<file path="config.mk">
export PLATFORM = sky130hd
export DESIGN_NAME = fpu_issue_ctrl_flat
export DESIGN_NICKNAME = d
export VERILOG_FILES = /design/src/rtl/fpu_pkg.sv /design/src/rtl/fpu_issue_ctrl_if.sv /design/src/rtl/therm2lat.sv /design/src/rtl/fpu_issue_ctrl.sv /design/src/flat_wrapper.sv
export SDC_FILE = /design/constraint.sdc
export NUM_CORES = 1
export LEC_CHECK = 0
export BUFFER_PORTS_ARGS = -buffer_cell sky130_fd_sc_hd__clkbuf_2
export CAP_MARGIN = 20
export CORE_UTILIZATION = 37
export CTS_CLUSTER_SIZE = 14
export DETAILED_ROUTE_END_ITERATION = 10
export GPL_ROUTABILITY_DRIVEN = 0
export PLACE_DENSITY = 0.69
export RECOVER_POWER = 25
export REMOVE_ABC_BUFFERS = 1
export SYNTH_ARGS = -nofsm -noshare
export SYNTH_HDL_FRONTEND = slang
export SYNTH_SLANG_ARGS = --single-unit
</file>
<file path="constraint.sdc">
create_clock -name clk -period 4.1 [get_ports clk]
set_clock_uncertainty 0.15 [all_clocks]
set_input_delay 0.82 -clock clk [delete_from_list [all_inputs] [get_ports clk]]
set_output_delay 0.82 -clock clk [all_outputs]
set_load 0.01 [all_outputs]
</file>
<file path="src/rtl/fpu_pkg.sv">
// Shared definitions for the execute-stage FPU issue sequencer:
// op codes, state encoding and latency limits.
package fpu_pkg;

   localparam int unsigned MAX_LAT = 10;

   localparam logic [4:0] FADD   = 5'b10000;
   localparam logic [4:0] FSUB   = 5'b10001;
   localparam logic [4:0] FMUL   = 5'b10010;
   localparam logic [4:0] FDIV   = 5'b10011;
   localparam logic [4:0] FSQRT  = 5'b10100;
   localparam logic [4:0] FEQ    = 5'b10101;
   localparam logic [4:0] FLT    = 5'b10110;
   localparam logic [4:0] FLE    = 5'b10111;
   localparam logic [4:0] FSGNJ  = 5'b11000;
   localparam logic [4:0] FSGNJN = 5'b11001;
   localparam logic [4:0] FSGNJX = 5'b11010;

   typedef enum logic [1:0] {
      ST_IDLE = 2'd0,
      ST_BUSY = 2'd1,
      ST_DONE = 2'd2
   } fpu_state_e;

   // Every FPU op code lives in the upper half of the alu_cont space.
   function automatic logic is_fpu_op(input logic [4:0] cont);
      return cont[4];
   endfunction

endpackage

</file>
<file path="src/rtl/fpu_issue_ctrl_if.sv">
// Execute-stage <-> FPU issue sequencer bundle. The pipeline side is the
// master; the sequencer is the slave.
interface fpu_issue_ctrl_if #(
   parameter int unsigned LAT_W = 10
);
   logic             issue_valid;
   logic             alu_fpu_sig;
   logic [4:0]       alu_cont;
   logic [LAT_W-1:0] fpu_stall;
   logic [4:0]       rd_e;
   logic             flush;

   logic             stall;
   logic             fpu_start;
   logic [4:0]       fpu_op;
   logic             done;
   logic [4:0]       rd_q;
   logic             busy;
   logic             code_err;

   modport master (
      output issue_valid, alu_fpu_sig, alu_cont, fpu_stall, rd_e, flush,
      input  stall, fpu_start, fpu_op, done, rd_q, busy, code_err
   );

   modport slave (
      input  issue_valid, alu_fpu_sig, alu_cont, fpu_stall, rd_e, flush,
      output stall, fpu_start, fpu_op, done, rd_q, busy, code_err
   );
endinterface

</file>
<file path="src/rtl/therm2lat.sv">
// Thermometer latency decoder: cycle count from the highest set bit, plus a
// flag for codes that have a hole below that bit.
module therm2lat #(
   parameter int unsigned LAT_W = 10,
   parameter int unsigned N_W   = 4
) (
   input  logic [LAT_W-1:0] code,
   output logic [N_W-1:0]   lat,
   output logic             malformed
);

   logic seen;

   // Scan from the MSB down: the first 1 fixes the latency, any 0 after it
   // means the code was not a clean thermometer.
   always_comb begin
      lat       = '0;
      malformed = 1'b0;
      seen      = 1'b0;
      for (int unsigned k = 0; k < LAT_W; k++) begin
         if (code[LAT_W-1-k]) begin
            if (!seen) begin
               lat = N_W'(LAT_W - k);
            end
            seen = 1'b1;
         end else if (seen) begin
            malformed = 1'b1;
         end
      end
   end

endmodule

</file>
<file path="src/rtl/fpu_issue_ctrl.sv">
// Multicycle FPU issue/stall sequencer: launches an FPU op, holds the front of
// the pipeline for the decoded latency, then flags completion with rd.
module fpu_issue_ctrl
   import fpu_pkg::*;
#(
   parameter int unsigned LAT_W = MAX_LAT,
   parameter int unsigned CNT_W = 4
) (
   input  logic                 clk,
   input  logic                 rstn,
   fpu_issue_ctrl_if.slave      io
);

   logic [CNT_W-1:0] lat_n;
   logic             malformed;
   logic             accept;

   fpu_state_e       state_q, state_d;
   logic [CNT_W-1:0] cnt_q, cnt_d;
   logic [4:0]       fpu_op_q, fpu_op_d;
   logic [4:0]       rd_cap_q, rd_cap_d;
   logic             code_err_q, code_err_d;

   therm2lat #(
      .LAT_W (LAT_W),
      .N_W   (CNT_W)
   ) u_therm2lat (
      .code      (io.fpu_stall),
      .lat       (lat_n),
      .malformed (malformed)
   );

   // Issue is only looked at in IDLE, so an instruction held in execute
   // during BUSY/DONE can never launch a second time.
   assign accept = (state_q == ST_IDLE)
                 && io.issue_valid
                 && io.alu_fpu_sig
                 && is_fpu_op(io.alu_cont)
                 && !io.flush
                 && (lat_n != '0);

   always_comb begin
      state_d    = state_q;
      cnt_d      = cnt_q;
      fpu_op_d   = fpu_op_q;
      rd_cap_d   = rd_cap_q;
      code_err_d = code_err_q | (accept & malformed);

      case (state_q)
         ST_IDLE: begin
            if (accept) begin
               fpu_op_d = io.alu_cont;
               rd_cap_d = io.rd_e;
               if (lat_n == CNT_W'(1)) begin
                  state_d = ST_DONE;
               end else begin
                  state_d = ST_BUSY;
                  cnt_d   = lat_n - CNT_W'(2);
               end
            end
         end
         ST_BUSY: begin
            if (cnt_q == '0) begin
               state_d = ST_DONE;
            end else begin
               cnt_d = cnt_q - CNT_W'(1);
            end
         end
         ST_DONE: begin
            state_d = ST_IDLE;
         end
         default: begin
            state_d = ST_IDLE;
         end
      endcase
   end

   always_ff @(posedge clk) begin
      if (!rstn) begin
         state_q    <= ST_IDLE;
         cnt_q      <= '0;
         fpu_op_q   <= '0;
         rd_cap_q   <= '0;
         code_err_q <= 1'b0;
      end else begin
         state_q    <= state_d;
         cnt_q      <= cnt_d;
         fpu_op_q   <= fpu_op_d;
         rd_cap_q   <= rd_cap_d;
         code_err_q <= code_err_d;
      end
   end

   // Launch and the first stall cycle must be visible in the accept cycle
   // itself, hence the combinational term alongside the BUSY state.
   assign io.stall     = accept | (state_q == ST_BUSY);
   assign io.fpu_start = accept;
   assign io.done      = (state_q == ST_DONE);
   assign io.busy      = (state_q != ST_IDLE);
   assign io.fpu_op    = fpu_op_q;
   assign io.rd_q      = rd_cap_q;
   assign io.code_err  = code_err_q;

endmodule

</file>
<file path="src/flat_wrapper.sv">
// flat-port wrapper written by rule: the top's interface ports become plain ports
module fpu_issue_ctrl_flat import fpu_pkg::*;
#(
   parameter int unsigned LAT_W = MAX_LAT,
   parameter int unsigned CNT_W = 4
)
  (clk, rstn, io_issue_valid, io_alu_fpu_sig, io_alu_cont, io_fpu_stall, io_rd_e, io_flush, io_stall, io_fpu_start, io_fpu_op, io_done, io_rd_q, io_busy, io_code_err);
  fpu_issue_ctrl_if #(.LAT_W(LAT_W)) io_i ();
  input  logic clk;
  input  logic rstn;
  input wire logic [$bits(io_i.issue_valid)-1:0] io_issue_valid;
  input wire logic [$bits(io_i.alu_fpu_sig)-1:0] io_alu_fpu_sig;
  input wire logic [$bits(io_i.alu_cont)-1:0] io_alu_cont;
  input wire logic [$bits(io_i.fpu_stall)-1:0] io_fpu_stall;
  input wire logic [$bits(io_i.rd_e)-1:0] io_rd_e;
  input wire logic [$bits(io_i.flush)-1:0] io_flush;
  output wire logic [$bits(io_i.stall)-1:0] io_stall;
  output wire logic [$bits(io_i.fpu_start)-1:0] io_fpu_start;
  output wire logic [$bits(io_i.fpu_op)-1:0] io_fpu_op;
  output wire logic [$bits(io_i.done)-1:0] io_done;
  output wire logic [$bits(io_i.rd_q)-1:0] io_rd_q;
  output wire logic [$bits(io_i.busy)-1:0] io_busy;
  output wire logic [$bits(io_i.code_err)-1:0] io_code_err;
  assign io_i.issue_valid = io_issue_valid;
  assign io_i.alu_fpu_sig = io_alu_fpu_sig;
  assign io_i.alu_cont = io_alu_cont;
  assign io_i.fpu_stall = io_fpu_stall;
  assign io_i.rd_e = io_rd_e;
  assign io_i.flush = io_flush;
  assign io_stall = io_i.stall;
  assign io_fpu_start = io_i.fpu_start;
  assign io_fpu_op = io_i.fpu_op;
  assign io_done = io_i.done;
  assign io_rd_q = io_i.rd_q;
  assign io_busy = io_i.busy;
  assign io_code_err = io_i.code_err;
  fpu_issue_ctrl #(.LAT_W(LAT_W), .CNT_W(CNT_W)) u_core (.clk(clk), .rstn(rstn), .io(io_i));
endmodule
</file>
==> summary.md, run 1 <==
| Metric | Value |
|---|---|
| Clock tree from TritonCTS | `built` |
| Routed via count | `roughly 1,500` |
| Gr ovfl total | `0` |
| Worst slew margin relative to its limit | `0.550` |
| Pins over their slew limit | `0` |
| Via/cell ratio | `roughly 5.8` |
| Cell count after synthesis | `174` |
| Floorplan die area | `~0.004 mm²` |
| Count of pins on the block boundary | `40` |
| Final cycle utilization of the critical path | `0.760` |
| TritonCTS buffer count | `3` |
| EDFF count, synth | `0` |
| Effective utilization at floorplan | `0.398` |
| Worst-margin pin slew | `approximately 0.67 ns` |
| Via count of the first global-routing pass | `around 1,300` |
| Final nets | `between 200 and 250` |
| Clock tree sinks | `17` |
| Min setup slack post-route | `between 0.9 and 1 ns` |
| Root Buffer | `sky130_fd_sc_hd__clkbuf_8` |
| Number of design rule violations left after detail routing | `0` |
| Worst Path Max Fanout | `15` |
| Multi-input gate area | `911 µm²` |
| Post-CTS sizing | `0` |
| Met1 usage | `0.263` |
| Maximum count of clock buffers along a single path | `2` |
| Cells traversed along the worst timing path | `clkbuf_2 -> nor3_4 -> nand4_4 -> o31ai_4 -> nand2_1 -> clkbuf_2` |
| CP Capture Type | `primary output` |
| Achievable frequency | `between 300 and 400 MHz` |
| Chip Height | `approximately 63 µm` |
| Outcome | `completed` |
| Critical-path top delay cell | `sky130_fd_sc_hd__o31ai_4` |
| Sum of net half-perimeters after detailed placement | `roughly 2600 µm` |
| Crit-path leading delay family | `simple AND/OR/NAND/NOR gates` |
| Met3 Resource Use GR | `0.0182` |
| Residual antenna-violating net count after detailed routing | `0` |
| DRT Pass-1 Iters | `4` |
| Core Region | `roughly 0.0034 mm²` |
| Time the worst path needs with I/O delays and setup | `approximately 3.1 ns` |
| Type of the setup path with the least slack | `in2out` |
| Number of buffers and inverters on the critical path | `2` |
| Internal reg-to-reg setup slack | `roughly 1.9 ns` |
| Power per cell area | `roughly 240 mW/mm²` |
| Die Span X | `~63 µm` |
| Post-placement worst setup slack | `0.971 ns` |
| Data arrival at the endpoint of the critical path | `~2.2 ns` |
| Area growth from synthesis to layout | `16.8%` |
| Leading register cell type out of synthesis | `sky130_fd_sc_hd__dfxtp_1` |
| Largest cells by area after synthesis | `sky130_fd_sc_hd__dfxtp_1 (25%), sky130_fd_sc_hd__a211oi_1 (6.0%), sky130_fd_sc_hd__a2111oi_0 (5.8%)` |
| Port-buffer cells | `39` |
| Worst hold path type | `reg2reg` |
| GRT met2 Usage | `0.310` |
| Post-synth cell types | `47` |
| Static leakage | `0.614 nW` |
| Post-Route Setup TNS | `0 ns` |
| Post CTS Setup Buffer Count | `0` |
| Sequential cell area | `between 300 and 400 µm²` |
| # rows | `21` |
| Setup repair after global routing missed its margin | `no` |
| Most congested layer reported by global routing | `met2` |
| Number of warnings reported in the yosys synthesis log | `0` |
| Layout cell share with drive strength beyond 1 | `0.210` |
| Filler Cells Inserted | `356` |
| Total standard cell area after synthesis | `around 0.0014 mm²` |
| Level count of the clock H-tree | `1` |
| Total of hold buffers inserted after clock tree synthesis | `0` |
| Clock insertion delay at the later pin of the skew report | `roughly 0.25 ns` |
| Cell repeated most along the worst path | `sky130_fd_sc_hd__clkbuf_2` |
| Worst VDD drop | `100 µV` |
| Fraction of synthesis flops using an asynchronous set or reset pin | `0` |
| Count of final hold-check violations | `0` |
| Total of max-cap violations | `0` |
| Wire length per cell after detailed routing | `roughly 14 µm` |
| Yosys reg bits | `17` |
| First-pass GRT wire length | `between 6000 and 7000 µm` |
| Global router's overall resource usage | `0.191` |
| Required time of the worst setup path | `3.13 ns` |
| Avg Synthesized Cell Area | `between 7 and 8 µm²` |
| Cell accounting for the most synthesized area | `sky130_fd_sc_hd__dfxtp_1` |
| Final setup violating endpoints | `0` |
| Clock-pin slew on the worst setup and hold paths | `0.07 ns` |
| Most used standard cell by instance count after synthesis | `sky130_fd_sc_hd__dfxtp_1` |
| Launching element type of the critical path | `primary input` |
| Share of the synthesized area in the top cell type | `0.249` |
| Initial antenna violation count | `0` |
| List of most frequent post-synthesis cells | `sky130_fd_sc_hd__dfxtp_1 (17), sky130_fd_sc_hd__inv_1 (14), sky130_fd_sc_hd__nand3_1 (13)` |
| Worst stage delay on the critical path | `0.37 ns` |
| Starting DRT DRC Count | `83` |
| Total length of routed wires | `~3500 µm` |
| Pin count of the biggest net entering global routing | `17` |
| Count of antenna diodes in the layout | `0` |
| Seq/Total Area, Yosys | `0.249` |
[through the flow]
step	cell area, µm²	util	cells	hold slack (ns)	power, W
3_5_place_dp	1560	0.454	247	0.289	0.000257
2_1_floorplan	1310	-	162	0.329	0.000222
3_3_place_gp	1560	0.454	247	0.289	0.000258
6_report	1600	0.465	251	0.301	0.000379
5_1_grt	1600	0.465	251	0.321	0.000406
4_1_cts	1610	0.467	251	0.304	0.000383
[cells by family (layout without fill, tap and decap cells)]
family / after synthesis / count (layout) / share of synthesized area
compound gates: 62 / 62 / 0.365
simple gates: 64 / 64 / 0.276
xor+xnor: 1 / 1 / 0.00640
flops: 17 / 17 / 0.249
buf+inv: 28 / 59 / 0.0859
fa+ha+maj: 2 / 2 / 0.0183
[layout make-up]
class	instances	share of cell area
repair buffers	39	0.116
multi-input cells	129	0.570
well taps	46	0.0360
clock buffers	4	0.0282
flip-flops and latches	17	0.213
inverters	16	0.0376
[worst register-to-register path, delay by kind of cell (launching register included)]
kind | cells | cell delay, ns
buf+inv | 1 | 0.23
flops | 1 | 0.36
simple gates | 2 | 0.80
compound gates | 2 | 0.55
[report_power, final]
group          total (W)  leakage (nW)  switching (W)  internal [W]
Sequential      0.000175         0.138     0.00000435      0.000171
Combinational  0.0000783         0.453      0.0000491     0.0000292
Clock           0.000126        0.0228      0.0000567     0.0000689
Total           0.000379         0.614       0.000110      0.000269
[state kept, by name, summed over array words and instances (netlist names)]
register and cells:
u_core.cnt_q 4, u_core.io.code_err 1, u_core.state_q 2, u_core.io.rd_q 5, u_core.io.fpu_op 5
[path summary, 6_finish.rpt]
check / startpoint / endpoint / cells past startpoint
max: io_fpu_stall[8] / io_stall / 6
min: u_core.io.code_err$_SDFF_PN0_ / u_core.io.code_err$_SDFF_PN0_ / 2
max reg2reg: u_core.state_q[1]$_SDFFE_PN0P_ / u_core.cnt_q[1]$_SDFFE_PN0P_ / 5
min reg2reg: u_core.io.code_err$_SDFF_PN0_ / u_core.io.code_err$_SDFF_PN0_ / 2
[layout by cell type (no fill, tap or decap), types with 2 or more instances in the layout]
master and count:
sky130_fd_sc_hd__and2_1 2, sky130_fd_sc_hd__nor2b_1 3, sky130_fd_sc_hd__nor3_1 2, sky130_fd_sc_hd__clkbuf_2 31
sky130_fd_sc_hd__ha_1 2, sky130_fd_sc_hd__o31ai_1 2, sky130_fd_sc_hd__a211oi_1 11, sky130_fd_sc_hd__a31oi_1 9
sky130_fd_sc_hd__clkbuf_1 9, sky130_fd_sc_hd__o311a_1 2, sky130_fd_sc_hd__nand4_1 9, sky130_fd_sc_hd__o21a_1 2
sky130_fd_sc_hd__inv_2 2, sky130_fd_sc_hd__a2111oi_0 9, sky130_fd_sc_hd__nand2b_1 2, sky130_fd_sc_hd__clkbuf_8 3
sky130_fd_sc_hd__nor2_1 12, sky130_fd_sc_hd__inv_1 14, sky130_fd_sc_hd__dfxtp_1 17, sky130_fd_sc_hd__o311ai_0 2
sky130_fd_sc_hd__a21boi_0 9, sky130_fd_sc_hd__a211o_1 2, sky130_fd_sc_hd__nand2_1 10, sky130_fd_sc_hd__nand3_1 13
sky130_fd_sc_hd__a21oi_1 6
[routing by layer]
layer	routed length, µm	vias to the layer above
met3	138	2
met4	27	0
met2	1670	39
li1	-	738
met5	0	-
met1	1680	679
Power figures use the tool's default switching activity.
==> run 2, diff against run 1 <==
--- a/config.mk
+++ b/config.mk
@@ -11,7 +11,7 @@
 export CTS_CLUSTER_SIZE = 14
 export DETAILED_ROUTE_END_ITERATION = 10
 export GPL_ROUTABILITY_DRIVEN = 0
-export PLACE_DENSITY = 0.69
+export PLACE_DENSITY = 0.72
 export RECOVER_POWER = 25
 export REMOVE_ABC_BUFFERS = 1
 export SYNTH_ARGS = -nofsm -noshare
==> constraint.sdc (replaced) <==
create_clock -name clk -period 2.6 [get_ports clk]
set_clock_uncertainty 0.15 [all_clocks]
set_input_delay 0.52 -clock clk [delete_from_list [all_inputs] [get_ports clk]]
set_output_delay 0.52 -clock clk [all_outputs]
set_load 0.01 [all_outputs]
==> run 2 against run 1 <==
Compared with the run above: sequential cell count is the same; setup slack lost 0.72 ns; final cell count grew 2.8%; clock-buffer cell count shrank 1; total power grew 64%; combinational power grew 65%.
==> summary.md, run 2 (synthesized netlist as in run 1, its figures left out) <==
| Metric | Value |
|---|---|
| Effective utilization at floorplan | `0.398 (unchanged)` |
| Chip Height | `62.8 µm (unchanged)` |
| Final setup violating endpoints | `0 (unchanged)` |
| DRT Pass-1 Iters | `4 (unchanged)` |
| Sum of net half-perimeters after detailed placement | `2680 µm (+2.6%)` |
| Power per cell area | `377 mW/mm² (+59%)` |
| Initial antenna violation count | `0 (unchanged)` |
| Core Region | `0.00344 mm² (unchanged)` |
| Outcome | `completed` |
| Clock tree sinks | `17 (unchanged)` |
| Clock insertion delay at the later pin of the skew report | `0.27 ns (+0.02 ns)` |
| Data arrival at the endpoint of the critical path | `1.67 ns (-0.48 ns)` |
| Total length of routed wires | `3750 µm (+6.6%)` |
| Post-CTS sizing | `0 (unchanged)` |
| WHS Path Cells | `2 (unchanged)` |
| Most common library cell in the layout ignoring fill and taps | `sky130_fd_sc_hd__clkbuf_2` |
| Count of final hold-check violations | `0 (unchanged)` |
| Global router's overall resource usage | `0.195 (+0.00436)` |
| Final cell count without fillers | `258 (+2.8%)` |
| Worst Path Max Fanout | `7 (-8)` |
| Die Span X | `62.8 µm (unchanged)` |
| Critical-path top delay cell | `sky130_fd_sc_hd__o31ai_4` |
| Internal reg-to-reg setup slack | `0.79 ns (-1.12 ns)` |
| Crit-path leading delay family | `simple AND/OR/NAND/NOR gates` |
| Port-buffer cells | `39 (unchanged)` |
| Required time of the worst setup path | `1.93 ns (-1.20 ns)` |
| Clock-pin slew on the worst setup and hold paths | `0.07 ns (about the same)` |
| Commonest non-fill, non-tap cells in the layout | `sky130_fd_sc_hd__clkbuf_2 (31), sky130_fd_sc_hd__dfxtp_1 (17), sky130_fd_sc_hd__inv_1 (14)` |
| Placed cell count | `254 (+2.8%)` |
| Reg2Reg Capture Point | `u_core.cnt_q[1]$_SDFFE_PN0P_` |
| Worst slew margin relative to its limit | `0.515 (-0.0350)` |
| Starting DRT DRC Count | `112 (+35%)` |
| Startpoint of the most critical register-to-register path | `u_core.cnt_q[0]$_SDFFE_PN0P_` |
| First-pass GRT wire length | `6310 µm (+2.9%)` |
| Routed via count | `1,493 (+2.4%)` |
| Final cycle utilization of the critical path | `0.900` |
| Endpoint with the worst hold slack | `u_core.io.code_err$_SDFF_PN0_` |
| Gr ovfl total | `0 (unchanged)` |
| Worst VDD drop | `171 µV (+71%)` |
| Final Hold Slack | `0.316 ns (+0.0151 ns)` |
| Post-Route Setup TNS | `0 ns (unchanged)` |
| Static leakage | `0.650 nW (+5.9%)` |
| Number of design rule violations left after detail routing | `0 (unchanged)` |
| Pins over their slew limit | `0 (unchanged)` |
| Worst-margin pin slew | `0.722 ns (+0.0521 ns)` |
| CP Capture Type | `primary output` |
| Cell repeated most along the worst path | `sky130_fd_sc_hd__clkbuf_2` |
| Worst hold path type | `reg2reg` |
| Type of the setup path with the least slack | `in2out` |
| Maximum count of clock buffers along a single path | `2 (unchanged)` |
| Cells traversed along the worst timing path | `clkbuf_2 -> nor3_4 -> nand4_4 -> o31ai_4 -> nand2_1 -> clkbuf_2` |
| Number of buffers and inverters on the critical path | `2 (unchanged)` |
| Depth of the most critical reg-to-reg path | `6 (+1)` |
| Launching element type of the critical path | `primary input` |
| Clock tree from TritonCTS | `built` |
| Pin count of the biggest net entering global routing | `17 (unchanged)` |
| Count of pins on the block boundary | `40 (unchanged)` |
| Area growth from synthesis to layout | `20.7%` |
| Time the worst path needs with I/O delays and setup | `2.34 ns` |
| TritonCTS buffer count | `3 (unchanged)` |
| HP Start | `u_core.io.code_err$_SDFF_PN0_` |
| Count of antenna diodes in the layout | `0 (unchanged)` |
| Floorplan die area | `0.00395 mm² (unchanged)` |
| Layout cell share with drive strength beyond 1 | `0.241 (+0.0308)` |
| Level count of the clock H-tree | `1 (unchanged)` |
| Via/cell ratio | `5.79 (-0.38%)` |
| Total of max-cap violations | `0 (unchanged)` |
| Total of hold buffers inserted after clock tree synthesis | `0 (unchanged)` |
| Post CTS Setup Buffer Count | `0 (unchanged)` |
| Root Buffer | `sky130_fd_sc_hd__clkbuf_8` |
| Achievable frequency | `roughly 430 MHz` |
| # rows | `21 (unchanged)` |
| Via count of the first global-routing pass | `1,359 (+4.0%)` |
| Final nets | `240 (+3.0%)` |
| Residual antenna-violating net count after detailed routing | `0 (unchanged)` |
| Setup repair after global routing missed its margin | `no` |
| Wire length per cell after detailed routing | `14.6 µm (+3.8%)` |
| Worst stage delay on the critical path | `0.33 ns (-0.04 ns)` |
[run 2: power by group]
group	internal, W	switching, W
clock network	0.000107	0.000111
registers	0.000269	0.00000710
logic	0.0000494	0.0000795
total	0.000426	0.000197
[run 2: through the flow]
step	total power, W	utilization	worst slack, ns	cell area, µm²
after floorplan	0.000350	-	0.439	1310
after detailed placement	0.000411	0.470	0.253	1620
final	0.000623	0.480	0.259	1650
after global routing	0.000655	0.480	0.183	1650
after CTS	0.000620	0.483	0.250	1660
after global placement	0.000410	0.470	0.292	1620
[run 2: per-layer routing]
layer	share of wire	track usage	vias up
met4	0.0096	0.0669	0
met5	0	0	-
li1	-	-	752
met3	0.053	0.0237	4
met2	0.45	0.298	50
met1	0.49	0.279	687
[run 2: worst reg2reg max path: cells and delay by family, from the launching register on]
kind | cells | cell delay [ns]
adders and majority gates | 1 | 0.23
buffers and inverters | 1 | 0.07
DFF | 1 | 0.34
AOI/OAI and AO/OA | 2 | 0.50
and+or+nand+nor | 2 | 0.42
[run 2: worst max-delay path by stage]
stage	startpoint	to	slack [ns]	cells past startpoint
global placement	io_fpu_stall[8]	io_stall	0.29	6
detailed placement	io_fpu_stall[8]	io_stall	0.25	6
finish	io_fpu_stall[8]	io_stall	0.26	6
floorplan	io_fpu_stall[6]	io_stall	0.44	4
CTS	io_fpu_stall[8]	io_stall	0.25	6
global route	io_fpu_stall[8]	io_stall	0.18	6
[run 2: area by class of cell]
type / count / area, µm²
Clock buffer: 3 / 41.3
Clock inverter: 1 / 5.00
Fill cell: 371 / 1790
Inverter: 16 / 60.1
Multi-Input combinational cell: 129 / 911
Sequential cell: 17 / 340
Tap cell: 46 / 57.6
Timing Repair Buffer: 46 / 238
==> run 3, diff against run 2 <==
--- a/config.mk
+++ b/config.mk
@@ -5,13 +5,13 @@
 export SDC_FILE = /design/constraint.sdc
 export NUM_CORES = 1
 export LEC_CHECK = 0
-export BUFFER_PORTS_ARGS = -buffer_cell sky130_fd_sc_hd__clkbuf_2
+export BUFFER_PORTS_ARGS = -buffer_cell sky130_fd_sc_hd__buf_4
 export CAP_MARGIN = 20
-export CORE_UTILIZATION = 37
+export CORE_UTILIZATION = 45
 export CTS_CLUSTER_SIZE = 14
 export DETAILED_ROUTE_END_ITERATION = 10
 export GPL_ROUTABILITY_DRIVEN = 0
-export PLACE_DENSITY = 0.72
+export PLACE_DENSITY = 0.83
 export RECOVER_POWER = 25
 export REMOVE_ABC_BUFFERS = 1
 export SYNTH_ARGS = -nofsm -noshare
==> run 3 against run 2 <==
Compared with the run above: routed wire length is 5.1% lower; the flow now finishes with violations (DRC); critical path type unchanged; design area grew 2.3%; sequential power barely moved; via count increased by 0.87%; global-route usage increased by 2.8 points; combinational power grew 9%; clock power down 31%; critical endpoint unchanged; non-clock buffer count unchanged; clock-buffer cell count grew 1.
==> summary.md, run 3 (synthesized netlist as in run 1, its figures left out) <==
| Metric | Value |
|---|---|
| Outcome | `finished with violations` |
| Failing checks | `DRC` |
| Area growth from synthesis to layout | `23.6%` |
| Worst slew margin relative to its limit | `0.526 (+0.0105)` |
| Floorplan die area | `0.00327 mm² (-17%)` |
| Endpoint with the worst hold slack | `u_core.io.code_err$_SDFF_PN0_` |
| Launching element type of the critical path | `primary input` |
| Worst stage delay on the critical path | `0.32 ns (about the same)` |
| Starting DRT DRC Count | `95 (-15%)` |
| Final Hold Slack | `0.320 ns (+0.00398 ns)` |
| Residual antenna-violating net count after detailed routing | `0 (unchanged)` |
| Type of the setup path with the least slack | `in2out` |
| Filler Cells Inserted | `258 (-30%)` |
| Port-buffer cells | `39 (unchanged)` |
| Global router's overall resource usage | `0.223 (+0.0277)` |
| Cells traversed along the worst timing path | `buf_4 -> nor2_1 -> nand4_4 -> o31ai_4 -> nand2_1 -> buf_4` |
| Post CTS Setup Buffer Count | `0 (unchanged)` |
| Clock insertion delay at the later pin of the skew report | `0.29 ns (+0.02 ns)` |
| Critical-path top delay cell | `sky130_fd_sc_hd__nor2_1` |
| Number of design rule violations left after detail routing | `4 (+4)` |
| Post-CTS sizing | `0 (unchanged)` |
| Reg2Reg Capture Point | `u_core.cnt_q[1]$_SDFFE_PN0P_` |
| First-pass GRT wire length | `5860 µm (-7.2%)` |
| Initial antenna violation count | `0 (unchanged)` |
| Final nets | `240 (unchanged)` |
| Via/cell ratio | `6.20 (+7.1%)` |
| Cell internal pwr | `0.000391 W (-8.2%)` |
| TritonCTS buffer count | `3 (unchanged)` |
| Effective utilization at floorplan | `0.484 (+0.0862)` |
| Time the worst path needs with I/O delays and setup | `2.32 ns (-0.0167 ns)` |
| Final setup violating endpoints | `0 (unchanged)` |
| Worst hold path type | `in2reg` |
| Layout cell share with drive strength beyond 1 | `0.236 (-0.00472)` |
| Worst VDD drop | `131 µV (-24%)` |
| Routed via count | `1,506 (+0.87%)` |
| Met1 usage | `0.333 (+0.0537)` |
| Via count of the first global-routing pass | `1,294 (-4.8%)` |
| Post-Route Setup TNS | `0 ns (unchanged)` |
| Placed cell count | `239 (-5.9%)` |
| Die Span X | `57.2 µm (-9.0%)` |
| Count of final hold-check violations | `0 (unchanged)` |
| Count of pins on the block boundary | `40 (unchanged)` |
| GRT met2 Usage | `0.333 (+0.0352)` |
| Internal reg-to-reg setup slack | `0.74 ns (-0.05 ns)` |
| Most congested layer reported by global routing | `met1` |
| Clock tree sinks | `17 (unchanged)` |
| Final cycle utilization of the critical path | `0.894 (-0.00644)` |
| Cell repeated most along the worst path | `sky130_fd_sc_hd__buf_4` |
| Sequential group share of total power | `0.487 (+0.043)` |
| Count of antenna diodes in the layout | `0 (unchanged)` |
| Worst-margin pin slew | `0.706 ns (-0.0157 ns)` |
| CP Capture Type | `primary output` |
| Total of hold buffers inserted after clock tree synthesis | `0 (unchanged)` |
| Maximum count of clock buffers along a single path | `2 (unchanged)` |
| Utilization after layout | `0.598 (+0.118)` |
| Achievable frequency | `430 MHz (+0.72%)` |
| Chip Height | `57.2 µm (-9.0%)` |
| Root Buffer | `sky130_fd_sc_hd__clkbuf_4` |
| Clock-pin slew on the worst setup and hold paths | `0.10 ns (+0.03 ns)` |
| Switch share | `0.312 (-0.00535)` |
| Part of the total power dissipated in the clock network | `0.265 (-0.085)` |
| Total of max-cap violations | `0 (unchanged)` |
| Power per cell area | `336 mW/mm² (-11%)` |
| Level count of the clock H-tree | `1 (unchanged)` |
| Pin count of the biggest net entering global routing | `17 (unchanged)` |
| Core Region | `0.00283 mm² (-18%)` |
| Worst Path Max Fanout | `5 (-2)` |
| Wire length per cell after detailed routing | `14.7 µm (+0.74%)` |
| DRT Pass-1 Iters | `7 (+3)` |
| Pins over their slew limit | `0 (unchanged)` |
| Clock tree from TritonCTS | `built` |
| Startpoint of the most critical register-to-register path | `u_core.state_q[1]$_SDFFE_PN0P_` |
| Setup repair after global routing missed its margin | `no` |
| WHS Path Cells | `3 (+1)` |
| Depth of the most critical reg-to-reg path | `6 (unchanged)` |
| Required time of the worst setup path | `1.93 ns (about the same)` |
| Gr ovfl total | `0 (unchanged)` |
| HP Start | `rstn` |
| Sum of net half-perimeters after detailed placement | `2650 µm (-1.4%)` |
| Data arrival at the endpoint of the critical path | `1.65 ns (-0.02 ns)` |
| # rows | `19 (-9.5%)` |
| Static leakage | `0.660 nW (+1.6%)` |
| Most common library cell in the layout ignoring fill and taps | `sky130_fd_sc_hd__buf_4` |
| Final cell count without fillers | `243 (-5.8%)` |
| Met3 Resource Use GR | `0.0249 (+0.00122)` |
| Sw Pwr | `0.000177 W (-10%)` |
| Total length of routed wires | `3560 µm (-5.1%)` |
| Commonest non-fill, non-tap cells in the layout | `sky130_fd_sc_hd__buf_4 (38), sky130_fd_sc_hd__dfxtp_1 (17), sky130_fd_sc_hd__inv_1 (14)` |
| Logic gate share of total power | `0.247 (+0.040)` |
## run 3: critical path: cells and delay by family
| kind | cells | cell delay [ns] |
|---|---|---|
| and+or+nand+nor | 3 | 0.56 |
| AOI/OAI and AO/OA | 1 | 0.31 |
| buffers and inverters | 2 | 0.27 |
## run 3: worst max-delay path by stage
stage / startpoint / to / cells after the start
6_report: io_fpu_stall[6] / io_stall / 6
5_1_grt: io_fpu_stall[6] / io_stall / 6
4_1_cts: io_fpu_stall[6] / io_stall / 6
3_5_place_dp: io_fpu_stall[6] / io_stall / 6
3_3_place_gp: io_fpu_stall[6] / io_stall / 6
2_1_floorplan: io_fpu_stall[6] / io_stall / 4
## run 3: power groups by stage
stage / Clock (W) / Combinational [W] / Sequential [W]
after global routing: 0.000163 / 0.000153 / 0.000278
after CTS: 0.000150 / 0.000143 / 0.000277
final: 0.000151 / 0.000140 / 0.000277
after global placement: 0 / 0.000141 / 0.000282
after detailed placement: 0 / 0.000142 / 0.000283
after floorplan: 0 / 0.0000663 / 0.000284
## run 3: metal layers
layer  wire [µm]  part of all wire  up-vias
met5           0                 0        -
met4          37             0.010        0
met3         252             0.071        5
met2        1600              0.45       65
met1        1670              0.47      688
li1            -                 -      748
## run 3: stage by stage
step	total power [W]	setup slack, ns	area [µm²]
CTS	0.000570	0.278	1720
finish	0.000568	0.276	1690
global placement	0.000423	0.296	1700
global route	0.000594	0.157	1690
floorplan	0.000350	0.439	1310
detailed placement	0.000425	0.280	1700
## run 3: final cells by class
type | count | area, µm² | share of cell area
clock buffers | 4 | 26.3 | 0.0155
repair buffers | 46 | 315 | 0.186
inverters | 16 | 60.1 | 0.0355
multi-input cells | 129 | 911 | 0.538
well taps | 31 | 38.8 | 0.0229
flip-flops and latches | 17 | 340 | 0.201
